===== config.mk =====
export PLATFORM = sky130hd
export DESIGN_NAME = ctrl_sequencer
export DESIGN_NICKNAME = d
export VERILOG_FILES = /design/src/rtl/ctrl_sequencer.sv
export SDC_FILE = /design/constraint.sdc
export NUM_CORES = 1
export LEC_CHECK = 0
export ABC_AREA = 1
export CAP_MARGIN = 10
export CORE_MARGIN = 8
export CORE_UTILIZATION = 38
export DETAILED_ROUTE_END_ITERATION = 8
export GPL_TIMING_DRIVEN = 1
export PLACE_DENSITY = 0.88
export SLEW_MARGIN = 20
export SYNTH_ARGS = -nofsm -noshare
export SYNTH_HDL_FRONTEND = slang
export SYNTH_SLANG_ARGS = --single-unit

===== constraint.sdc =====
create_clock -name Clock_i -period 4.9 [get_ports Clock_i]
set_clock_uncertainty 0.2 [all_clocks]
set_input_delay 0.98 -clock Clock_i [delete_from_list [all_inputs] [get_ports Clock_i]]
set_output_delay 0.98 -clock Clock_i [all_outputs]
set_load 0.01 [all_outputs]

===== src/rtl/ctrl_sequencer.sv =====
// Hardwired fetch/execute control unit driving every DataPath strobe for register-register ALU ops.
// Optional single-step mode: define SINGLE_STEP_EN to insert a PAUSE state after each execute.
//
// state | meaning
// IDLE  | waiting for Start, all strobes low
// T0    | PC to MAR, PC+1 into Z
// T1    | memory read; Z to PC on first cycle only, wait for Mem_rdy
// T2    | MDR to IR
// DEC   | opcode decode, no strobes
// T3-T6 | execute steps, content depends on binary/muldiv/unary path
// HALT  | stopped until Clear
// PAUSE | single-step hold until Step (SINGLE_STEP_EN only)

module ctrl_sequencer #(
   parameter int unsigned WAIT_MAX = 15
) (
   input  logic        Clock_i,
   input  logic        Clear_i,
   input  logic        Start_i,
   input  logic [31:0] IR_i,
   input  logic        Mem_rdy_i,
   input  logic        Step_i,
   output logic        PCout_o,
   output logic        PCin_o,
   output logic        MARin_o,
   output logic        MDRin_o,
   output logic        MDRout_o,
   output logic        IRin_o,
   output logic        Yin_o,
   output logic        Zin_o,
   output logic        Zhighout_o,
   output logic        Zlowout_o,
   output logic        HIin_o,
   output logic        LOin_o,
   output logic        IncPC_o,
   output logic        Read_o,
   output logic [15:0] Rin_o,
   output logic [15:0] Rout_o,
   output logic [12:0] AluOp_o,
   output logic        Running_o,
   output logic        Halted_o,
   output logic        Err_o
);

   typedef enum logic [3:0] {
      S_IDLE, S_T0, S_T1, S_T2, S_DEC, S_T3, S_T4, S_T5, S_T6, S_HALT
`ifdef SINGLE_STEP_EN
      , S_PAUSE
`endif
   } state_t;

`ifdef SINGLE_STEP_EN
   localparam state_t S_LAST = S_PAUSE;
   logic unused_ir;
   assign unused_ir = ^IR_i[14:0];
`else
   localparam state_t S_LAST = S_T0;
   logic unused_in;
   assign unused_in = ^{IR_i[14:0], Step_i};
`endif

   // Saturation at all-ones keeps a 1-bit counter meaningful when WAIT_MAX=0 (wait forever).
   localparam int CW = (WAIT_MAX == 0) ? 1 : $clog2(WAIT_MAX + 1);
   localparam logic [CW-1:0] CNT_MAX  = '1;
   localparam logic [CW-1:0] WAIT_CNT = CW'(WAIT_MAX);

   state_t          state_q, state_d;
   logic [CW-1:0]   cnt_q, cnt_d;
   logic            err_q, err_d;

   logic [4:0]  op;
   logic [15:0] ra_oh, rb_oh, rc_oh;
   logic        is_bin, is_md, is_un, is_nop, is_hlt;
   logic [12:0] alu_sel;

   assign op    = IR_i[31:27];
   assign ra_oh = 16'(1) << IR_i[26:23];
   assign rb_oh = 16'(1) << IR_i[22:19];
   assign rc_oh = 16'(1) << IR_i[18:15];

   always_comb begin
      is_bin  = 1'b0;
      is_md   = 1'b0;
      is_un   = 1'b0;
      is_nop  = 1'b0;
      is_hlt  = 1'b0;
      alu_sel = '0;
      case (op)
         5'b00011: begin is_bin = 1'b1; alu_sel = 13'h0001; end
         5'b00100: begin is_bin = 1'b1; alu_sel = 13'h0002; end
         5'b00101: begin is_bin = 1'b1; alu_sel = 13'h0004; end
         5'b00110: begin is_bin = 1'b1; alu_sel = 13'h0008; end
         5'b00111: begin is_bin = 1'b1; alu_sel = 13'h0010; end
         5'b01000: begin is_bin = 1'b1; alu_sel = 13'h0020; end
         5'b01001: begin is_bin = 1'b1; alu_sel = 13'h0040; end
         5'b01010: begin is_bin = 1'b1; alu_sel = 13'h0080; end
         5'b01011: begin is_bin = 1'b1; alu_sel = 13'h0100; end
         5'b01111: begin is_md  = 1'b1; alu_sel = 13'h0200; end
         5'b10000: begin is_md  = 1'b1; alu_sel = 13'h0400; end
         5'b10001: begin is_un  = 1'b1; alu_sel = 13'h0800; end
         5'b10010: begin is_un  = 1'b1; alu_sel = 13'h1000; end
         5'b11010: is_nop = 1'b1;
         5'b11011: is_hlt = 1'b1;
         default:  ;
      endcase
   end

   always_ff @(posedge Clock_i) begin
      if (!Clear_i) begin
         state_q <= S_IDLE;
         cnt_q   <= '0;
         err_q   <= 1'b0;
      end else begin
         state_q <= state_d;
         cnt_q   <= cnt_d;
         err_q   <= err_d;
      end
   end

   always_comb begin
      state_d = state_q;
      cnt_d   = cnt_q;
      err_d   = err_q;
      case (state_q)
         S_IDLE: if (Start_i) state_d = S_T0;
         S_T0: begin
            state_d = S_T1;
            cnt_d   = '0;
         end
         S_T1: begin
            if (Mem_rdy_i) begin
               state_d = S_T2;
            end else if (WAIT_MAX != 0 && cnt_q == WAIT_CNT) begin
               state_d = S_HALT;
               err_d   = 1'b1;
            end else if (cnt_q != CNT_MAX) begin
               cnt_d = cnt_q + CW'(1);
            end
         end
         S_T2: state_d = S_DEC;
         S_DEC: begin
            if (is_bin || is_md || is_un) begin
               state_d = S_T3;
            end else if (is_nop) begin
               state_d = S_T0;
            end else begin
               state_d = S_HALT;
               err_d   = !is_hlt;
            end
         end
         S_T3: state_d = S_T4;
         S_T4: state_d = is_un ? S_LAST : S_T5;
         S_T5: state_d = is_md ? S_T6 : S_LAST;
         S_T6: state_d = S_LAST;
         S_HALT: state_d = S_HALT;
`ifdef SINGLE_STEP_EN
         S_PAUSE: if (Step_i) state_d = S_T0;
`endif
         default: state_d = S_IDLE;
      endcase
   end

   always_comb begin
      PCout_o    = 1'b0;
      PCin_o     = 1'b0;
      MARin_o    = 1'b0;
      MDRin_o    = 1'b0;
      MDRout_o   = 1'b0;
      IRin_o     = 1'b0;
      Yin_o      = 1'b0;
      Zin_o      = 1'b0;
      Zhighout_o = 1'b0;
      Zlowout_o  = 1'b0;
      HIin_o     = 1'b0;
      LOin_o     = 1'b0;
      IncPC_o    = 1'b0;
      Read_o     = 1'b0;
      Rin_o      = '0;
      Rout_o     = '0;
      AluOp_o    = '0;
      case (state_q)
         S_T0: begin
            PCout_o = 1'b1;
            MARin_o = 1'b1;
            IncPC_o = 1'b1;
            Zin_o   = 1'b1;
         end
         S_T1: begin
            Read_o  = 1'b1;
            MDRin_o = 1'b1;
            // PC reload from Z only once; later wait cycles must not re-latch it.
            if (cnt_q == '0) begin
               Zlowout_o = 1'b1;
               PCin_o    = 1'b1;
            end
         end
         S_T2: begin
            MDRout_o = 1'b1;
            IRin_o   = 1'b1;
         end
         S_T3: begin
            Rout_o = rb_oh;
            if (is_un) begin
               AluOp_o = alu_sel;
               Zin_o   = 1'b1;
            end else begin
               Yin_o = 1'b1;
            end
         end
         S_T4: begin
            if (is_un) begin
               Zlowout_o = 1'b1;
               Rin_o     = ra_oh;
            end else begin
               Rout_o  = rc_oh;
               AluOp_o = alu_sel;
               Zin_o   = 1'b1;
            end
         end
         S_T5: begin
            Zlowout_o = 1'b1;
            if (is_md) LOin_o = 1'b1;
            else       Rin_o  = ra_oh;
         end
         S_T6: begin
            Zhighout_o = 1'b1;
            HIin_o     = 1'b1;
         end
         default: ;
      endcase
   end

   assign Running_o = (state_q != S_IDLE) && (state_q != S_HALT);
   assign Halted_o  = (state_q == S_HALT);
   assign Err_o     = err_q;

endmodule


After elaboration in Yosys (flattened, before gate mapping). Index checks and enable logic that the tools add are counted.

$add $sub $neg: 1. Eq/ne operators: 35. Shifts and indexed selects: 3. Multiplexer cells: 44. Reductions and logical operators: 15.

Operators by type and width (count): $pmux 13 s13 (1); $pmux 16 s2 (2); $mux 16 (3); $shl 1x4->16 const A (3); $pmux 4 s10 (1); $mux 4 (9); $mux 13 (2); $pmux 13 s2 (1); $eq 5x4->1 const B (5); $eq 5x5->1 const B (5); $eq 5x3->1 const B (4); $mux 1 (20); $eq 4x3->1 const B (4); $ne 2x2->1 const B (7); $eq 4x4->1 const B (3); $reduce_or 9->1 (1); $eq 4x2->1 const B (2); $logic_not 4->1 (2); $ne 4x4->1 const B (2); $pmux 4 s2 (1); $pmux 1 s3 (2); $eq 5x2->1 const B (1); $reduce_and 5->1 (1); $add 4x1->4 const B (1); other kinds (12) (15).

Bits in registers: 9. Input bits: 37. Output and inout bits: 62. Word-level logic and storage cells: 101.

Longest topological paths before layout. Gate-level depths: netlist of the first run.

Word-level depth: 7. Gate-level depth with buffers: 9. Depth with buffers taken out: 9.

Least setup slack after synthesis of the first run. OpenSTA, ideal clock, no wires.

Path kind: input to output. Start point: input port IR_i[30]. End point: output port Rin_o[10]. Arrival: 1.952 ns. Slack: 1.768 ns. Stages on the path: 7. Buffers on the path: 0. Cell sequence: nor2_2 nand2_1 a21oi_4 nand2_1 nand2_2 nand2_1 nor3_1.

Cells in the longest elaborated chain, start to end: 5.

Ends and longest elaborated chain: from (decl) (RTL line 20) `input logic [31:0] IR_i,`; $eq 5x5->1 / $eq 5x4->1 (equally long branches) (RTL line 88) `case (op)`; $reduce_or 2->1 (no source line); $mux 1 (RTL line 88); $mux 16 (on tied branches) (RTL line 222, 211); $pmux 16 s2 * (RTL line 181) `case (state_q)`; to (decl) (RTL line 37) `output logic [15:0] Rin_o,`.

Mark *: on every way between the ends. The rest lies on a longest branch, timed or not.

Worst setup path after layout of the first run.
Start point: input port IR_i[29]. End point: output port Rin_o[14].

The elaborated chain is that of the path after synthesis.

==> results of run 1 <==
==> power by group <==
group          internal (mW)  leakage, nW  switching [mW]
Sequential            0.0789       0.0731         0.00742
Clock                 0.0314       0.0150          0.0272
Combinational         0.0735        0.789          0.0941
Total                  0.184        0.877           0.129
==> final timing paths <==
path,startpoint,end,slack [ns],cells after the start
setup / recovery,IR_i[29],Rin_o[14],0.62,9
hold / removal,Err_o$_SDFFE_PN0P_,Err_o$_SDFFE_PN0P_,0.26,2
setup reg to reg,state_q[2]$_SDFFE_PN0P_,cnt_q[3]$_SDFFE_PN0P_,3.22,7
hold reg to reg,Err_o$_SDFFE_PN0P_,Err_o$_SDFFE_PN0P_,0.26,2
==> registers in the layout, indices dropped and copies added (netlist names) <==
name     flops
cnt_q        4
Err_o        1
state_q      4
==> layer usage <==
| layer | global-route usage | wire length, µm | vias up |
|---|---|---|---|
| met5 | 0 | 0 | - |
| met4 | 0.0469 | 65 | 0 |
| met3 | 0.0289 | 543 | 8 |
| met2 | 0.298 | 2320 | 79 |
| met1 | 0.198 | 1920 | 821 |
| li1 | - | - | 987 |
==> critical path, stage by stage <==
cell	delay (ns)
clkdlybuf4s50_1	0.50
nor2_2	0.16
nand2_1	0.16
a21oi_4	0.20
nand2_1	0.11
nand2_2	0.12
nand2_1	0.08
nor3_1	0.20
clkdlybuf4s50_1	0.59
==> cell usage after synthesis (2+ instances only) <==
| cell type | count |
|---|---|
| buf_4 | 5 |
| nor2_1 | 31 |
| nor3_1 | 27 |
| o21ai_0 | 11 |
| inv_1 | 41 |
| o22ai_1 | 10 |
| nand4_1 | 3 |
| a21oi_1 | 7 |
| nor2_4 | 3 |
| inv_2 | 5 |
| nand2_1 | 42 |
| nand3_1 | 36 |
| ha_1 | 2 |
| nand2_2 | 4 |
| nor2_2 | 2 |
| dfxtp_1 | 9 |
| o21ai_2 | 2 |
==> cell families (layout without fill, tap and decap cells) <==
family	Yosys count	count (layout)	synth area share
DFF	9	9	0.133
buffers and inverters	52	132	0.158
xor gates and xnor gates	1	1	0.00645
AOI/OAI and AO/OA	32	32	0.141
and+or+nand+nor	154	154	0.543
adders and majority gates	2	2	0.0184
==> cell type report <==
| cell class | instances | area [µm²] |
|---|---|---|
| multi-input combinational | 189 | 963 |
| fill | 332 | 1170 |
| tap | 46 | 57.6 |
| inverter | 46 | 173 |
| clock buffer | 4 | 26.3 |
| timing repair buffer | 82 | 821 |
| sequential | 9 | 180 |
==> metrics by stage <==
stage	instance area (µm²)	total power, mW	cells	hold slack [ns]	util
5_1_grt	2220	0.338	376	0.285	0.655
6_report	2220	0.313	376	0.258	0.655
2_1_floorplan	1360	0.184	250	0.259	-
4_1_cts	2220	0.314	376	0.264	0.655
3_5_place_dp	2190	0.255	372	0.255	0.647
3_3_place_gp	2190	0.253	372	0.244	0.647
==> flow_metrics.tcl, run 1 <==
set metrics [dict create \
    seq_area_frac_synth 0.133 \
    clock_path_buffers 2 \
    mappedNetlistArea_um2 1360 \
    period_share 0.874 \
    yosysUniqueCellTypes 27 \
    criticalPathCategory "in2out" \
    powerDensity_nw_per_um2 141 \
    grt_use_total 0.167 \
    routed_wl_mm 4.84 \
    cp_data_arrival_time_ns 3.10 \
    worstHoldPathType "reg2reg" \
    grt_pass1_wl_mm 7.65 \
    synth_top_area_frac 0.133 \
    leakage_nw 0.877 \
    drcViolationCount 0 \
    synth_area_leader_cell "dfxtp_1" \
    crit_required_ns 3.72 \
    grt_max_degree 9 \
    hold_buffers 0 \
    max-vdd-ir-drop_mv 0.122 \
    cts_setup_buffers 0 \
    root_buffer "clkbuf_4" \
    ioPinCount 99 \
    ys_top_cells_by_area "dfxtp_1 13%, nand3_1 13%, nand2_1 12%" \
    worst_slew_pin_slew_ns 0.415 \
    crit_fanout 5 \
    drv_slew 0 \
    cts_repair_resize_count 0 \
    num_rows 21 \
    yosysWarningCount 0 \
    synth_cells 250 \
    antenna_cells 0 \
    die_h_um 75.8 \
    drive_above_1_share 0.0727 \
    hpwl_mm 4.23 \
    cts_buffers 3 \
    vias_per_cell 5.04 \
    clk_pin_slew_ns 0.06 \
    synth_top_flop_cell "dfxtp_1" \
    start_kind "input pin" \
    syn2layout_area_growth_pct 63.4 \
    vias 1895 \
    antenna_found_initial 0 \
    setup_viol 0 \
    finalNetCount 370 \
    start_util 0.401 \
    syn_avg_cell_area_um2 5.44 \
    layout_setup_ws_ns 0.619 \
    maxSlewHeadroom 0.721 \
    timing.final.crit_period_ns 4.28 \
    tns_ns 0 \
    h-tree-depth 1 \
    final_cell_mix "82 x clkdlybuf4s50_1, 42 x nand2_1, 41 x inv_1" \
    detail_route.first_pass.iterations 4 \
    cp-end-kind "output port" \
    place.port_buffers 82 \
    synth_edf_count 0 \
    tritoncts "built" \
    overflow 0 \
    drt-wirelength-per-cell_um 12.9 \
    clk_latency_ns 0.26 \
    dieArea_um2 5740 \
    status "finished clean" \
    rsz0062_at_grt "no" \
    dieWidth_um 75.8 \
    max_freq_mhz 234 \
    clock_sinks 9 \
    first_global_vias 1695 \
    ys_seq_elements 9 \
    dp_slack_ns 0.620 \
    synth_fp_nets 289 \
    async_flop_share 0 \
    mostFrequentLayoutCell "clkdlybuf4s50_1" \
    drt_iter0_drc 92 \
    drtAntennaViolNets 0 \
    max-cap-violations 0 \
    hold_violations 0 \
    core-area_um2 3390 \
    gp_congestion 0.923 \
]
No activity file was read; power rests on OpenSTA's default activity.
==> inputs of run 2 (changes only) <==
- CORE_MARGIN: 8 -> default
==> flow_metrics.tcl, run 2 (synthesized netlist as in run 1, its figures left out) <==
set metrics [dict create \
    cts_setup_buffers 0 \
    drtAntennaViolNets 0 \
    layout_setup_ws_ns 0.599 \
    max_freq_mhz 232 \
    place.port_buffers 82 \
    start_util 0.401 \
    crit_top_cell "inv_1" \
    grt_max_degree 9 \
    fin_area_um2 2220 \
    crit_chain "clkdlybuf4s50_1, inv_1, nand2_2, inv_1, o21ai_2, nand2_1, o21ai_2, inv_1, nor3_1, clkdlybuf4s50_1" \
    drcViolationCount 0 \
    drv_slew 0 \
    criticalPathCategory "in2out" \
    hpwl_mm 3.62 \
    num_rows 21 \
    timing.final.crit_period_ns 4.30 \
    clk_latency_ns 0.27 \
    core-area_um2 3390 \
    dp_slack_ns 0.616 \
    first_global_vias 1496 \
    grt_use_total 0.214 \
    crit_fanout 6 \
    startpoint "IR_i[28]" \
    routed_wl_mm 4.34 \
    crit_required_ns 3.72 \
    syn2layout_area_growth_pct 63.4 \
    p_clk_frac 0.199 \
    die_h_um 61.8 \
    dieArea_um2 3820 \
    hold_buffers 0 \
    slowest_delay_ns 0.59 \
    placedCellCount 372 \
    rsz0062_at_grt "no" \
    grt_pass1_wl_mm 6.23 \
    max-cap-violations 0 \
    place_area_um2 2190 \
    finalNetCount 370 \
    antenna_cells 0 \
    worst_slew_pin_slew_ns 0.402 \
    cts_repair_resize_count 0 \
    period_share 0.878 \
    total_power_uw 316 \
    worstHoldPathType "reg2reg" \
    internal_power_uw 184 \
    comb_power_share 0.528 \
    path_delay_family "buffers and inverters" \
    detail_route.first_pass.iterations 4 \
    ioPinCount 99 \
    drt_iter0_drc 143 \
    crit_slowest_cell "clkdlybuf4s50_1" \
    dieWidth_um 61.8 \
    drt-wirelength-per-cell_um 11.5 \
    crit_end "AluOp_o[5]" \
    mostFrequentLayoutCell "clkdlybuf4s50_1" \
    maxSlewHeadroom 0.732 \
    seq_power_share 0.274 \
    root_buffer "clkbuf_4" \
    overflow 0 \
    powerDensity_nw_per_um2 142 \
    r2r_start "state_q[2]$_SDFFE_PN0P_" \
    status "finished clean" \
    reg2reg_slack_ns 3.26 \
    tns_ns 0 \
    gp_congestion 0.893 \
    power_switching_uw 132 \
    r2r.worst_path.cells 7 \
    crit_cells 10 \
    cp-end-kind "output port" \
    max-vdd-ir-drop_mv 0.0993 \
    clock_path_buffers 2 \
    worstReg2RegEnd "cnt_q[3]$_SDFFE_PN0P_" \
    hold_violations 0 \
    clock_sinks 9 \
    drive_above_1_share 0.0727 \
    clk_pin_slew_ns 0.07 \
    start_kind "input pin" \
    antenna_found_initial 0 \
    tritoncts "built" \
    h-tree-depth 1 \
    leakage_nw 0.877 \
    setup_viol 0 \
    final_cell_mix "82 x clkdlybuf4s50_1, 42 x nand2_1, 41 x inv_1" \
    final_cells 376 \
    cts_buffers 3 \
    vias 1939 \
    cp_data_arrival_time_ns 3.12 \
    critPathBufInv 5 \
    p_sw_frac 0.418 \
    vias_per_cell 5.16 \
]
==> run 2: worst min-delay path by stage <==
| stage | start | endpoint | slack [ns] | cells past startpoint |
|---|---|---|---|---|
| floorplan | cnt_q[0]$_SDFFE_PN0P_ | cnt_q[0]$_SDFFE_PN0P_ | 0.26 | 1 |
| global placement | Err_o$_SDFFE_PN0P_ | Err_o$_SDFFE_PN0P_ | 0.24 | 2 |
| detailed placement | Err_o$_SDFFE_PN0P_ | Err_o$_SDFFE_PN0P_ | 0.24 | 2 |
| CTS | Err_o$_SDFFE_PN0P_ | Err_o$_SDFFE_PN0P_ | 0.26 | 2 |
| global route | Err_o$_SDFFE_PN0P_ | Err_o$_SDFFE_PN0P_ | 0.30 | 2 |
| finish | Err_o$_SDFFE_PN0P_ | Err_o$_SDFFE_PN0P_ | 0.26 | 2 |
==> run 2: cell type report <==
| type | count | area [µm²] |
|---|---|---|
| clock buffer | 4 | 26.3 |
| fill | 304 | 1170 |
| inverter | 46 | 173 |
| multi-input combinational | 189 | 963 |
| sequential | 9 | 180 |
| tap | 46 | 57.6 |
| timing repair buffer | 82 | 821 |
==> run 2: power by group through the flow <==
stage	Sequential, mW	Clock, mW	Combinational (mW)
floorplan	0.0869	0	0.0975
global placement	0.0876	0	0.163
detailed placement	0.0879	0	0.165
CTS	0.0863	0.0624	0.166
global route	0.0872	0.0674	0.183
finish	0.0864	0.0628	0.167
==> run 2: worst register-to-register path, cell delays in order (launching register included) <==
cell and delay (ns):
dfxtp_1 0.33, inv_1 0.11, nand2_1 0.18, nor3_4 0.26, nand3_1 0.15, nand2_1 0.13
nand3_1 0.08, a21oi_1 0.13
==> run 2: layer usage <==
layer	up-vias	track usage	routed length, µm
met2	77	0.375	2100
met5	-	0	0
met4	0	0.0603	63
li1	992	-	-
met1	861	0.269	1920
met3	9	0.0373	249
==> run 2: metrics by stage <==
step | util | hold WS [ns]
3_5_place_dp | 0.647 | 0.245
4_1_cts | 0.655 | 0.257
2_1_floorplan | - | 0.259
3_3_place_gp | 0.647 | 0.239
6_report | 0.655 | 0.257
5_1_grt | 0.655 | 0.296
==> inputs of run 3 (changes only) <==
- SKIP_CTS_REPAIR_TIMING: default -> 1
- TNS_END_PERCENT: default -> 20
==> results of run 3 <==
Same layout as run 2: the final DEF is identical, and so are final timing and power.
